==> src/rtl/nested_top_burst_sink.sv <==
// nested_top_burst_sink: receive end of the burst link.
// Packs up to BEATS stream beats into one wide word for a req/ack consumer.
package hierIncludeNestedTop_package;
  localparam int YET_ANOTHER_SIZE = 8;
endpackage

module nested_top_burst_sink
  import hierIncludeNestedTop_package::*;
#(
  parameter int DATA_W = 8,
  parameter int BEATS  = YET_ANOTHER_SIZE,
  parameter int CNT_W  = $clog2(BEATS + 1)
) (
  input  logic                      clk,
  input  logic                      rst_n,
  input  logic                      in_vld,
  input  logic [DATA_W-1:0]         in_data,
  input  logic                      in_last,
  output logic                      in_rdy,
  output logic                      out_req,
  output logic [DATA_W*BEATS-1:0]   out_data,
  output logic [CNT_W-1:0]          out_count,
  output logic                      out_err,
  input  logic                      out_ack
);

  localparam logic [0:0] COLLECT = 1'b0;
  localparam logic [0:0] HOLD    = 1'b1;

  localparam logic [CNT_W-1:0] LAST_IDX = CNT_W'(BEATS - 1);

  logic [0:0]              state_q;
  logic [CNT_W-1:0]        idx_q;
  logic [DATA_W*BEATS-1:0] pack_q;
  logic [CNT_W-1:0]        count_q;
  logic                    err_q;

  logic take;
  logic close;
  logic ack;

  // Beat acceptance, burst close and consumer handshake decode.
  always_comb begin
    take  = in_vld & (state_q == COLLECT);
    close = take & (in_last | (idx_q == LAST_IDX));
    ack   = out_ack & (state_q == HOLD);
  end

  // Control: state, lane index, reported count and truncation flag.
  always_ff @(posedge clk or negedge rst_n) begin
    if (!rst_n) begin
      state_q <= COLLECT;
      idx_q   <= '0;
      count_q <= '0;
      err_q   <= 1'b0;
    end else begin
      unique case (state_q)
        COLLECT: begin
          if (close) begin
            state_q <= HOLD;
            idx_q   <= '0;
            count_q <= idx_q + CNT_W'(1);
            err_q   <= ~in_last;
          end else if (take) begin
            idx_q <= idx_q + CNT_W'(1);
          end
        end
        HOLD: begin
          if (ack) begin
            state_q <= COLLECT;
            idx_q   <= '0;
            count_q <= '0;
            err_q   <= 1'b0;
          end
        end
        default: state_q <= COLLECT;
      endcase
    end
  end

  // Packing buffer: write the current lane, wipe all lanes on handoff.
  always_ff @(posedge clk or negedge rst_n) begin
    if (!rst_n) begin
      pack_q <= '0;
    end else if (ack) begin
      pack_q <= '0;
    end else if (take) begin
      pack_q[idx_q*DATA_W +: DATA_W] <= in_data;
    end
  end

  assign in_rdy    = (state_q == COLLECT);
  assign out_req   = (state_q == HOLD);
  assign out_data  = pack_q;
  assign out_count = count_q;
  assign out_err   = err_q;

endmodule

==> config.mk <==
export PLATFORM = sky130hd
export DESIGN_NAME = nested_top_burst_sink
export DESIGN_NICKNAME = d
export VERILOG_FILES = /design/src/rtl/nested_top_burst_sink.sv
export SDC_FILE = /design/constraint.sdc
export NUM_CORES = 1
export LEC_CHECK = 0
export BUFFER_PORTS_ARGS = -buffer_cell sky130_fd_sc_hd__buf_2
export CELL_PAD_IN_SITES_DETAIL_PLACEMENT = 0
export CELL_PAD_IN_SITES_GLOBAL_PLACEMENT = 2
export CORE_MARGIN = 2
export CORE_UTILIZATION = 33
export CTS_BUF_LIST = sky130_fd_sc_hd__clkbuf_8 sky130_fd_sc_hd__clkbuf_16
export DETAILED_ROUTE_END_ITERATION = 8
export GPL_TIMING_DRIVEN = 0
export PLACE_DENSITY_LB_ADDON = 0.25
export SLEW_MARGIN = 30
export SYNTH_ARGS = -nofsm -noshare
export SYNTH_HDL_FRONTEND = slang
export SYNTH_SLANG_ARGS = --single-unit
==> constraint.sdc <==
create_clock -name clk -period 3.15 [get_ports clk]
set_clock_uncertainty 0.15 [all_clocks]
set_input_delay 0.315 -clock clk [delete_from_list [all_inputs] [get_ports clk]]
set_output_delay 0.315 -clock clk [all_outputs]
set_load 0.05 [all_outputs]
[Word level (Yosys, flattened, before mapping)]
Index checks and enable logic that the tools add are counted.
Storage, ports and cells
  flip-flop bits (word level): 74
  input port bits: 13
  output and inout bits: 71
  logic and storage cells: 37
Cells by class
  $add $sub $neg: 2
  equal/unequal tests: 4
  shifts and indexed selects: 2
  mux-type cells: 15
  bitwise gates (word level): 6
  reductions and logical operators: 3
Operator list (count)
  64-bit 2-to-1 mux: 2
  64-bit bitwise mux: 1
  8-bit by 34-bit variable shift with 64-bit output, first input constant: 1
  8-bit by 34-bit variable part select with 64-bit output: 1
  7-bit negator with 34-bit output: 1
  4-bit 2-to-1 mux: 4
  4-bit one-hot mux with 2 select lines: 2
  4-bit by 1-bit adder with 4-bit output, second input constant: 1
  4-bit by 3-bit equality test with 1-bit output, second input constant: 1
  1-bit 2-to-1 mux: 4
  2-bit by 1-bit != test with 1-bit output, second input constant: 2
  1-bit one-hot mux with 2 select lines: 2
  2-bit AND reduction: 2
  1-bit AND: 3
  3-bit by 1-bit != test with 1-bit output, second input constant: 1
  1-bit NOT: 2
  2-bit nonzero test: 1
  1-bit bitwise OR: 1

[Depth between registers and ports, before layout]
Gate-level depths: netlist (run 1).
  depth in word-level cells: 5
  depth in mapped cells: 9
  gate-level depth less buffers: 7

[Worst setup path before layout (run 1)]
No wires, ideal clock.
  path kind: register -> register
  from: register idx_q[2]
  to: register pack_q[5] (netlist: out_data[5])
  arrival: 2554 ps
  slack: 311 ps
  cell stages (with the launch flop): 9
  period minus slack after synthesis: 2839 ps
  path through: dfrtp_1 > buf_2 > or3_1 > inv_1 > ha_1 > or3b_2 > nor4_1 > clkbuf_1 > o21ai_0
Between the ends
  longest elaborated chain between the ends: 5
  elaborated cells on any way between the ends: 6
  those cells by class: add/sub (1); shift (2); mux (3)
RTL lines
  start, declared: RTL line 33  | logic [CNT_W-1:0] idx_q;
  start signal, assigned: RTL line 65  | idx_q <= idx_q + CNT_W'(1);
  7-bit negator with 34-bit output *: RTL line 88  | pack_q[idx_q*DATA_W +: DATA_W] <= in_data;
  8-bit by 34-bit variable part select with 64-bit output / 8-bit by 34-bit variable shift with 64-bit output (equally long branches): RTL line 88
  64-bit bitwise mux *: RTL line 88
  64-bit 2-to-1 mux *: RTL line 87  | end else if (take) begin
  64-bit 2-to-1 mux *: RTL line 85  | end else if (ack) begin
  end signal, assigned by index: RTL line 88
  end, declared: RTL line 34  | logic [DATA_W*BEATS-1:0] pack_q;
Mark *: on every way between the ends. The rest lies on a longest branch, timed or not. The select of a mux whose other input is x is not followed.
A chain may end at the register's enable or synchronous reset.

[Worst setup path after layout (run 1)]
  from: register idx_q[0]
  to: register pack_q[10] (netlist: out_data[10])
Same word-level chain as after synthesis.

==> results of run 1 <==
-- power by group through the flow --
stage	registers, mW	clock network [mW]	logic, mW
after floorplan	1.25	0	0.207
after global placement	1.06	0	0.557
after detailed placement	1.06	0	0.568
after CTS	1.04	0.917	0.575
after global routing	1.05	0.958	0.627
final	1.05	0.901	0.580
-- synth_stat cells (all sizes together), types with 2 or more instances --
cell type  count
dfrtp         74
a22o          38
nand2         36
inv           16
mux2i         16
o21ai         16
nand3         12
clkbuf         9
nor2           8
buf            6
nor3           5
a21oi          4
nor4           4
ha             3
o31ai          3
xnor2          3
a32o           2
and2           2
and3           2
or3            2
or3b           2
-- worst max path at each step --
stage	to	slack, ns	cells after the start
global route	out_data[52]	0.07	8
CTS	out_data[6]	0.01	8
finish	out_data[10]	0.23	9
global placement	out_data[23]	-0.27	8
detailed placement	out_data[5]	-0.19	8
floorplan	out_data[5]	0.31	8
-- per-layer routing --
metal | up-vias | track usage | wire [microns]
li1 | 1186 | - | -
met2 | 60 | 0.264 | 3840
met5 | - | 0 | 0
met1 | 1272 | 0.236 | 4110
met3 | 12 | 0.0297 | 343
met4 | 0 | 0.0644 | 129
-- state kept, by name, indices dropped and copies added, names as in the netlist --
| name | count |
|---|---|
| idx_q | 4 |
| out_count | 4 |
| out_err | 1 |
| out_data | 64 |
| out_req | 1 |
-- per-stage QoR --
step	area (sq um)	worst slack [ns]	util
floorplan	3150	0.311	-
global placement	3730	-0.267	0.403
detailed placement	3760	-0.186	0.407
CTS	4020	0.0104	0.435
global route	4040	0.0662	0.437
finish	4040	0.229	0.437
-- final cells by class --
class	instances	area share
Sequential cell	74	0.459
Multi-Input combinational cell	172	0.293
Timing Repair Buffer	85	0.113
Tap cell	129	0.0400
Clock buffer	9	0.0307
Clock inverter	7	0.0291
Buffer	15	0.0211
Inverter	16	0.0149
-- what timing repair did --
item                                   4_1_cts  5_1_grt
endpoints found under the hold margin       25        0
setup endpoints to repair                   16       20
gates resized for setup                      2        6
hold buffers                                 1        0
-- cell usage in the layout (no fill, tap or decap), types with 3 or more instances in the layout --
cell type	count
buf_2	85
o31ai_1	3
clkbuf_1	7
a21oi_1	4
a22o_1	38
mux2i_1	16
bufinv_16	3
nand3_1	12
clkbuf_8	9
nand2_1	36
inv_1	17
xnor2_1	3
ha_1	3
nor3_1	4
nor2_1	8
buf_6	3
dfrtp_1	74
o21ai_0	16
-- critical path, stage by stage (launching register included) --
cell	delay (ns)
dfrtp_1	0.41
clkbuf_2	0.26
or3_1	0.23
inv_1	0.06
ha_1	0.25
or4_1	0.50
buf_2	0.17
or3_1	0.36
buf_6	0.16
a32o_1	0.26
-- cells by family after synthesis --
logic type                 after synthesis  share of synthesized area
and+or+nand+nor                         80                      0.126
DFF                                     74                      0.588
AOI/OAI and AO/OA                       69                      0.166
buffers and inverters                   31                     0.0453
muxes                                   16                     0.0509
xor gates and xnor gates                 4                     0.0111
adders and majority gates                3                     0.0119
==> impl_metrics.prom, run 1 <==
# TYPE chip_impl_metric gauge
chip_impl_metric{name="final-instance-count-excl-fill",unit=""} 507
chip_impl_info{name="critPathLaunch",value="idx_q[0]"} 1
chip_impl_metric{name="numCtsBuffers",unit=""} 9
chip_impl_metric{name="globalRoute.totalOverflow",unit=""} 0
chip_impl_metric{name="worst_pin_slew",unit="ns"} 0.837
chip_impl_metric{name="p_int",unit="mW"} 1.67
chip_impl_metric{name="synth-edff-count",unit=""} 0
chip_impl_metric{name="n_antenna_cell",unit=""} 0
chip_impl_metric{name="worst-endpoint-arrival",unit="ns"} 3.01
chip_impl_metric{name="largest_net_degree_at_the_start_of_global_routing",unit=""} 50
chip_impl_metric{name="syn2layout_area_growth",unit="%"} 28.2
chip_impl_metric{name="total_leakage_power",unit="nW"} 2.19
chip_impl_metric{name="route.vias.total",unit=""} 2530
chip_impl_info{name="status",value="completed"} 1
chip_impl_info{name="whs_endpoint",value="out_req"} 1
chip_impl_metric{name="power.share.clock",unit=""} 0.357
chip_impl_info{name="timing.rr.start",value="idx_q[0]"} 1
chip_impl_metric{name="total_power",unit="mW"} 2.53
chip_impl_metric{name="drt_first_iter_violations",unit=""} 79
chip_impl_metric{name="vias_per_cell",unit=""} 4.99
chip_impl_metric{name="coreArea",unit="sq mm"} 0.00924
chip_impl_metric{name="global_route.usage.total",unit=""} 0.169
chip_impl_info{name="worstSetupEndpointType",value="flip-flop"} 1
chip_impl_metric{name="fin_tns_setup",unit="ns"} 0
chip_impl_metric{name="gpl.final_weighted_congestion",unit=""} 0.776
chip_impl_metric{name="antenna_violating_nets_post_route",unit=""} 0
chip_impl_metric{name="boundaryPins",unit=""} 84
chip_impl_metric{name="initial_core_util",unit=""} 0.341
chip_impl_metric{name="async_flop_share",unit=""} 1.00
chip_impl_metric{name="clk_latency",unit="ns"} 0.35
chip_impl_metric{name="post_synthesis_sequential_area_ratio",unit=""} 0.588
chip_impl_metric{name="cellPowerDensity",unit="mW/mm^2"} 626
chip_impl_metric{name="sw_pwr",unit="mW"} 0.854
chip_impl_info{name="synth-main-ff-cell",value="dfrtp_1"} 1
chip_impl_metric{name="mean_post_synth_cell_area",unit="sq um"} 11.4
chip_impl_metric{name="post-route-period-util",unit=""} 0.927
chip_impl_metric{name="regToRegSetupSlack",unit="ns"} 0.23
chip_impl_metric{name="grt_antenna_before_repair",unit=""} 0
chip_impl_metric{name="dp.cells",unit=""} 490
chip_impl_metric{name="fmax",unit="MHz"} 342
chip_impl_metric{name="syn_area",unit="sq mm"} 0.00315
chip_impl_metric{name="max_cap_violations",unit=""} 0
chip_impl_metric{name="dieArea",unit="sq mm"} 0.0103
chip_impl_metric{name="syn-num-nets",unit=""} 293
chip_impl_metric{name="post-dp-hpwl",unit="mm"} 6.04
chip_impl_metric{name="multiInputGateArea",unit="sq mm"} 0.00118
chip_impl_metric{name="finalWirelength",unit="mm"} 8.42
chip_impl_metric{name="pwr-share-comb",unit=""} 0.229
chip_impl_metric{name="hold_depth",unit=""} 2
chip_impl_metric{name="path_clk_slew",unit="ns"} 0.08
chip_impl_metric{name="number_of_design_rule_violations_left_after_detail_routing",unit=""} 0
chip_impl_metric{name="clkSinkCount",unit=""} 74
chip_impl_metric{name="finalHoldViolCount",unit=""} 0
chip_impl_metric{name="row_count",unit=""} 35
chip_impl_metric{name="cts_setup_buffers",unit=""} 0
chip_impl_metric{name="number_of_flip_flops_and_latches_in_the_synthesized_netlist",unit=""} 74
chip_impl_info{name="cts_tree",value="yes"} 1
chip_impl_metric{name="grt_first_pass_wirelength",unit="mm"} 13.2
chip_impl_metric{name="holdWs",unit="ns"} 0.0495
chip_impl_metric{name="synthesis.instances",unit=""} 277
chip_impl_metric{name="peak_ir_drop_on_the_vdd_network",unit="uV"} 310
chip_impl_info{name="reg2reg_to",value="out_data[10]"} 1
chip_impl_metric{name="drive_gt1_frac",unit=""} 0.302
chip_impl_metric{name="switching_share",unit=""} 0.338
chip_impl_metric{name="cts_max_level",unit=""} 3
chip_impl_metric{name="cp_data_required_time",unit="ns"} 3.24
chip_impl_metric{name="seq_power_share",unit=""} 0.414
chip_impl_info{name="worstSetupPathType",value="reg2reg"} 1
chip_impl_info{name="most_area_hungry_cell_type_in_the_yosys_netlist",value="dfrtp_1"} 1
chip_impl_metric{name="sequential_cell_area",unit="sq mm"} 0.00185
chip_impl_metric{name="setup_violations",unit=""} 0
chip_impl_metric{name="chipWidth",unit="microns"} 102
chip_impl_metric{name="layout_min_cycle_time",unit="ns"} 2.92
chip_impl_info{name="min-delay-path-class",value="in2reg"} 1
chip_impl_metric{name="worst_r2r_path_depth",unit=""} 9
chip_impl_metric{name="synth_top_area_share",unit=""} 0.588
chip_impl_metric{name="timing.slew.headroom",unit=""} 0.439
chip_impl_info{name="crit_path_start_kind",value="flip-flop"} 1
chip_impl_info{name="holdCritStartpoint",value="out_ack"} 1
chip_impl_metric{name="io_buffers",unit=""} 83
chip_impl_info{name="synth_top_cells_by_area",value="dfrtp_1, a22o_1, mux2i_1"} 1
chip_impl_info{name="setup_repair_after_global_routing_missed_its_margin",value="false"} 1
chip_impl_metric{name="drt-wirelength-per-cell",unit="microns"} 16.6
chip_impl_metric{name="drt_pre_antenna_iters",unit=""} 4
chip_impl_metric{name="grt_pass1_vias",unit=""} 2448
chip_impl_info{name="cts_root_buf",value="clkbuf_8"} 1
chip_impl_metric{name="fillers",unit=""} 908
chip_impl_metric{name="max-clock-path-buffers",unit=""} 2
chip_impl_metric{name="yosysUniqueCellTypes",unit=""} 37
chip_impl_metric{name="path_max_fanout",unit=""} 10
chip_impl_metric{name="ys.warnings.count",unit=""} 0
chip_impl_metric{name="finalMaxSlewViolations",unit=""} 0
chip_impl_metric{name="layout.nets",unit=""} 389
chip_impl_metric{name="chipHeight",unit="microns"} 102
(Power assumes the default switching activity.)
==> inputs of run 2 (changes only) <==
--- a/config.mk
+++ b/config.mk
@@ -14,6 +14,8 @@
 export DETAILED_ROUTE_END_ITERATION = 8
 export GPL_TIMING_DRIVEN = 0
 export PLACE_DENSITY_LB_ADDON = 0.25
+export RECOVER_POWER = 50
+export SKIP_LAST_GASP = 1
 export SLEW_MARGIN = 30
 export SYNTH_ARGS = -nofsm -noshare
 export SYNTH_HDL_FRONTEND = slang
==> run 2 against run 1 <==
  * The run now ends with capacitance limit, slew limit left
  * Via count is 0.75% lower
  * Clock power hardly changed
  * First-iteration DRC count stayed put
  * Critical endpoint unchanged
  * Largest cell class unchanged
==> impl_metrics.prom, run 2 (same netlist as run 1, synthesis figures left out) <==
# TYPE chip_impl_metric gauge
chip_impl_metric{name="max-clock-path-buffers",unit=""} 2
chip_impl_metric{name="number_of_design_rule_violations_left_after_detail_routing",unit=""} 0
chip_impl_metric{name="critPathMaxStageDelay",unit="ns"} 0.50
chip_impl_metric{name="global_route.usage.total",unit=""} 0.169
chip_impl_metric{name="worst_pin_slew",unit="ns"} 1.58
chip_impl_metric{name="largest_net_degree_at_the_start_of_global_routing",unit=""} 50
chip_impl_metric{name="total_leakage_power",unit="nW"} 2.04
chip_impl_info{name="critical_path.endpoint",value="out_data[10]"} 1
chip_impl_metric{name="cts_max_level",unit=""} 3
chip_impl_metric{name="grt_pass1_vias",unit=""} 2448
chip_impl_info{name="timing.rr.start",value="idx_q[0]"} 1
chip_impl_info{name="layout_common_cells",value="dfrtp_1, buf_2, clkbuf_1, a22o_1, nand2_1"} 1
chip_impl_metric{name="path_max_fanout",unit=""} 10
chip_impl_metric{name="clkSinkCount",unit=""} 74
chip_impl_metric{name="cp_data_required_time",unit="ns"} 3.24
chip_impl_info{name="crit_path_start_kind",value="flip-flop"} 1
chip_impl_metric{name="vias_per_cell",unit=""} 4.95
chip_impl_metric{name="path_clk_slew",unit="ns"} 0.08
chip_impl_info{name="cts_root_buf",value="clkbuf_8"} 1
chip_impl_metric{name="post-dp-hpwl",unit="mm"} 6.04
chip_impl_metric{name="numCtsBuffers",unit=""} 9
chip_impl_metric{name="post-route-period-util",unit=""} 0.927
chip_impl_metric{name="grt_antenna_before_repair",unit=""} 0
chip_impl_info{name="status",value="complete, but fails checks"} 1
chip_impl_info{name="worstSetupPathType",value="reg2reg"} 1
chip_impl_info{name="crit_slowest_cell",value="or4_1"} 1
chip_impl_metric{name="layout.nets",unit=""} 389
chip_impl_metric{name="n_antenna_cell",unit=""} 0
chip_impl_metric{name="max_cap_violations",unit=""} 1
chip_impl_metric{name="drt_pre_antenna_iters",unit=""} 4
chip_impl_metric{name="finalWirelength",unit="mm"} 8.45
chip_impl_metric{name="grt_first_pass_wirelength",unit="mm"} 13.2
chip_impl_metric{name="clk_latency",unit="ns"} 0.35
chip_impl_info{name="critical-path-top-delay-family",value="simple AND/OR/NAND/NOR gates"} 1
chip_impl_metric{name="crit_buf_inv",unit=""} 4
chip_impl_metric{name="setup_violations",unit=""} 0
chip_impl_metric{name="finalHoldViolCount",unit=""} 0
chip_impl_metric{name="drt_first_iter_violations",unit=""} 79
chip_impl_info{name="crit_path_cell_trace",value="clkbuf_2, or3_1, inv_1, ha_1, or4_1, buf_2, or3_1, buf_6, a32o_1"} 1
chip_impl_info{name="worstSetupEndpointType",value="flip-flop"} 1
chip_impl_metric{name="chipWidth",unit="microns"} 102
chip_impl_metric{name="total_power",unit="mW"} 2.52
chip_impl_metric{name="timing.slew.headroom",unit=""} -0.0545
chip_impl_metric{name="antenna_violating_nets_post_route",unit=""} 0
chip_impl_metric{name="drive_gt1_frac",unit=""} 0.206
chip_impl_metric{name="crit_cells",unit=""} 9
chip_impl_metric{name="worst-endpoint-arrival",unit="ns"} 3.01
chip_impl_metric{name="drt-wirelength-per-cell",unit="microns"} 16.7
chip_impl_metric{name="chipHeight",unit="microns"} 102
chip_impl_info{name="reg2reg_to",value="out_data[10]"} 1
chip_impl_metric{name="worst_r2r_path_depth",unit=""} 9
chip_impl_info{name="min-delay-path-class",value="in2reg"} 1
chip_impl_metric{name="boundaryPins",unit=""} 84
chip_impl_metric{name="cellPowerDensity",unit="mW/mm^2"} 631
chip_impl_metric{name="finish.utilization",unit=""} 0.432
chip_impl_metric{name="largest_register_ffs",unit=""} 64
chip_impl_metric{name="io_buffers",unit=""} 83
chip_impl_info{name="violations",value="capacitance limit, slew limit"} 1
chip_impl_info{name="layout_commonest_cell",value="dfrtp_1"} 1
chip_impl_metric{name="gpl.final_weighted_congestion",unit=""} 0.776
chip_impl_metric{name="row_count",unit=""} 35
chip_impl_info{name="setup_repair_after_global_routing_missed_its_margin",value="false"} 1
chip_impl_metric{name="route.vias.total",unit=""} 2511
chip_impl_info{name="critPathLaunch",value="idx_q[0]"} 1
chip_impl_metric{name="globalRoute.totalOverflow",unit=""} 0
chip_impl_info{name="cpMostUsedCell",value="or3_1"} 1
chip_impl_metric{name="peak_ir_drop_on_the_vdd_network",unit="uV"} 303
chip_impl_metric{name="regToRegSetupSlack",unit="ns"} 0.23
chip_impl_metric{name="dieArea",unit="sq mm"} 0.0103
chip_impl_metric{name="fmax",unit="MHz"} 342
chip_impl_metric{name="initial_core_util",unit=""} 0.341
chip_impl_metric{name="coreArea",unit="sq mm"} 0.00924
chip_impl_info{name="cts_tree",value="yes"} 1
chip_impl_metric{name="syn2layout_area_growth",unit="%"} 26.7
chip_impl_metric{name="layout_min_cycle_time",unit="ns"} 2.92
chip_impl_metric{name="finalMaxSlewViolations",unit=""} 26
run 2: area by class of cell:
type / instances / area (sq um)
buffer: 15 / 85.1
fill: 916 / 5250
sequential: 74 / 1850
multi-input combinational: 172 / 1180
tap: 129 / 161
timing repair buffer: 85 / 408
clock buffer: 9 / 124
clock inverter: 7 / 118
inverter: 16 / 60.1
run 2: per-layer routing:
| layer | vias to the layer above | wire length, microns | GRT usage |
|---|---|---|---|
| met1 | 1254 | 4100 | 0.236 |
| li1 | 1184 | - | - |
| met4 | 0 | 127 | 0.0644 |
| met5 | - | 0 | 0 |
| met2 | 61 | 3850 | 0.264 |
| met3 | 12 | 368 | 0.0297 |
run 2: worst min-delay path by stage:
stage                     cells after the start     from  slack [ns]           end
after global routing                          2  out_ack        0.05       out_req
after global placement                        2  out_err        0.33       out_err
final                                         2  out_ack        0.05       out_req
after detailed placement                      1    rst_n        0.11  out_data[13]
after CTS                                     2  out_ack        0.04       out_req
after floorplan                               0    rst_n       -0.13      idx_q[0]
run 2: where the power goes:
| part | internal (mW) | switching (mW) |
|---|---|---|
| Combinational | 0.128 | 0.442 |
| Clock | 0.526 | 0.374 |
| Sequential | 1.01 | 0.0384 |
run 2: timing repair:
action,4_1_cts,5_1_grt
resized for setup,2,6
setup buffers,0,0
cloned,0,0
hold endpoints to repair,25,0
setup endpoints to repair,16,20
hold buffers,1,0
run 2: per-stage QoR:
| step | cell area (sq um) | setup WS, ns | cells | setup TNS (ns) | hold WS [ns] |
|---|---|---|---|---|---|
| after floorplan | 3150 | 0.311 | 277 | 0 | -0.131 |
| after global placement | 3730 | -0.267 | 489 | -4.43 | 0.327 |
| after detailed placement | 3760 | -0.186 | 490 | -1.30 | 0.112 |
| after CTS | 4020 | 0.0104 | 507 | 0 | 0.0400 |
| after global routing | 3990 | 0.0662 | 507 | 0 | 0.0456 |
| final | 3990 | 0.230 | 507 | 0 | 0.0486 |
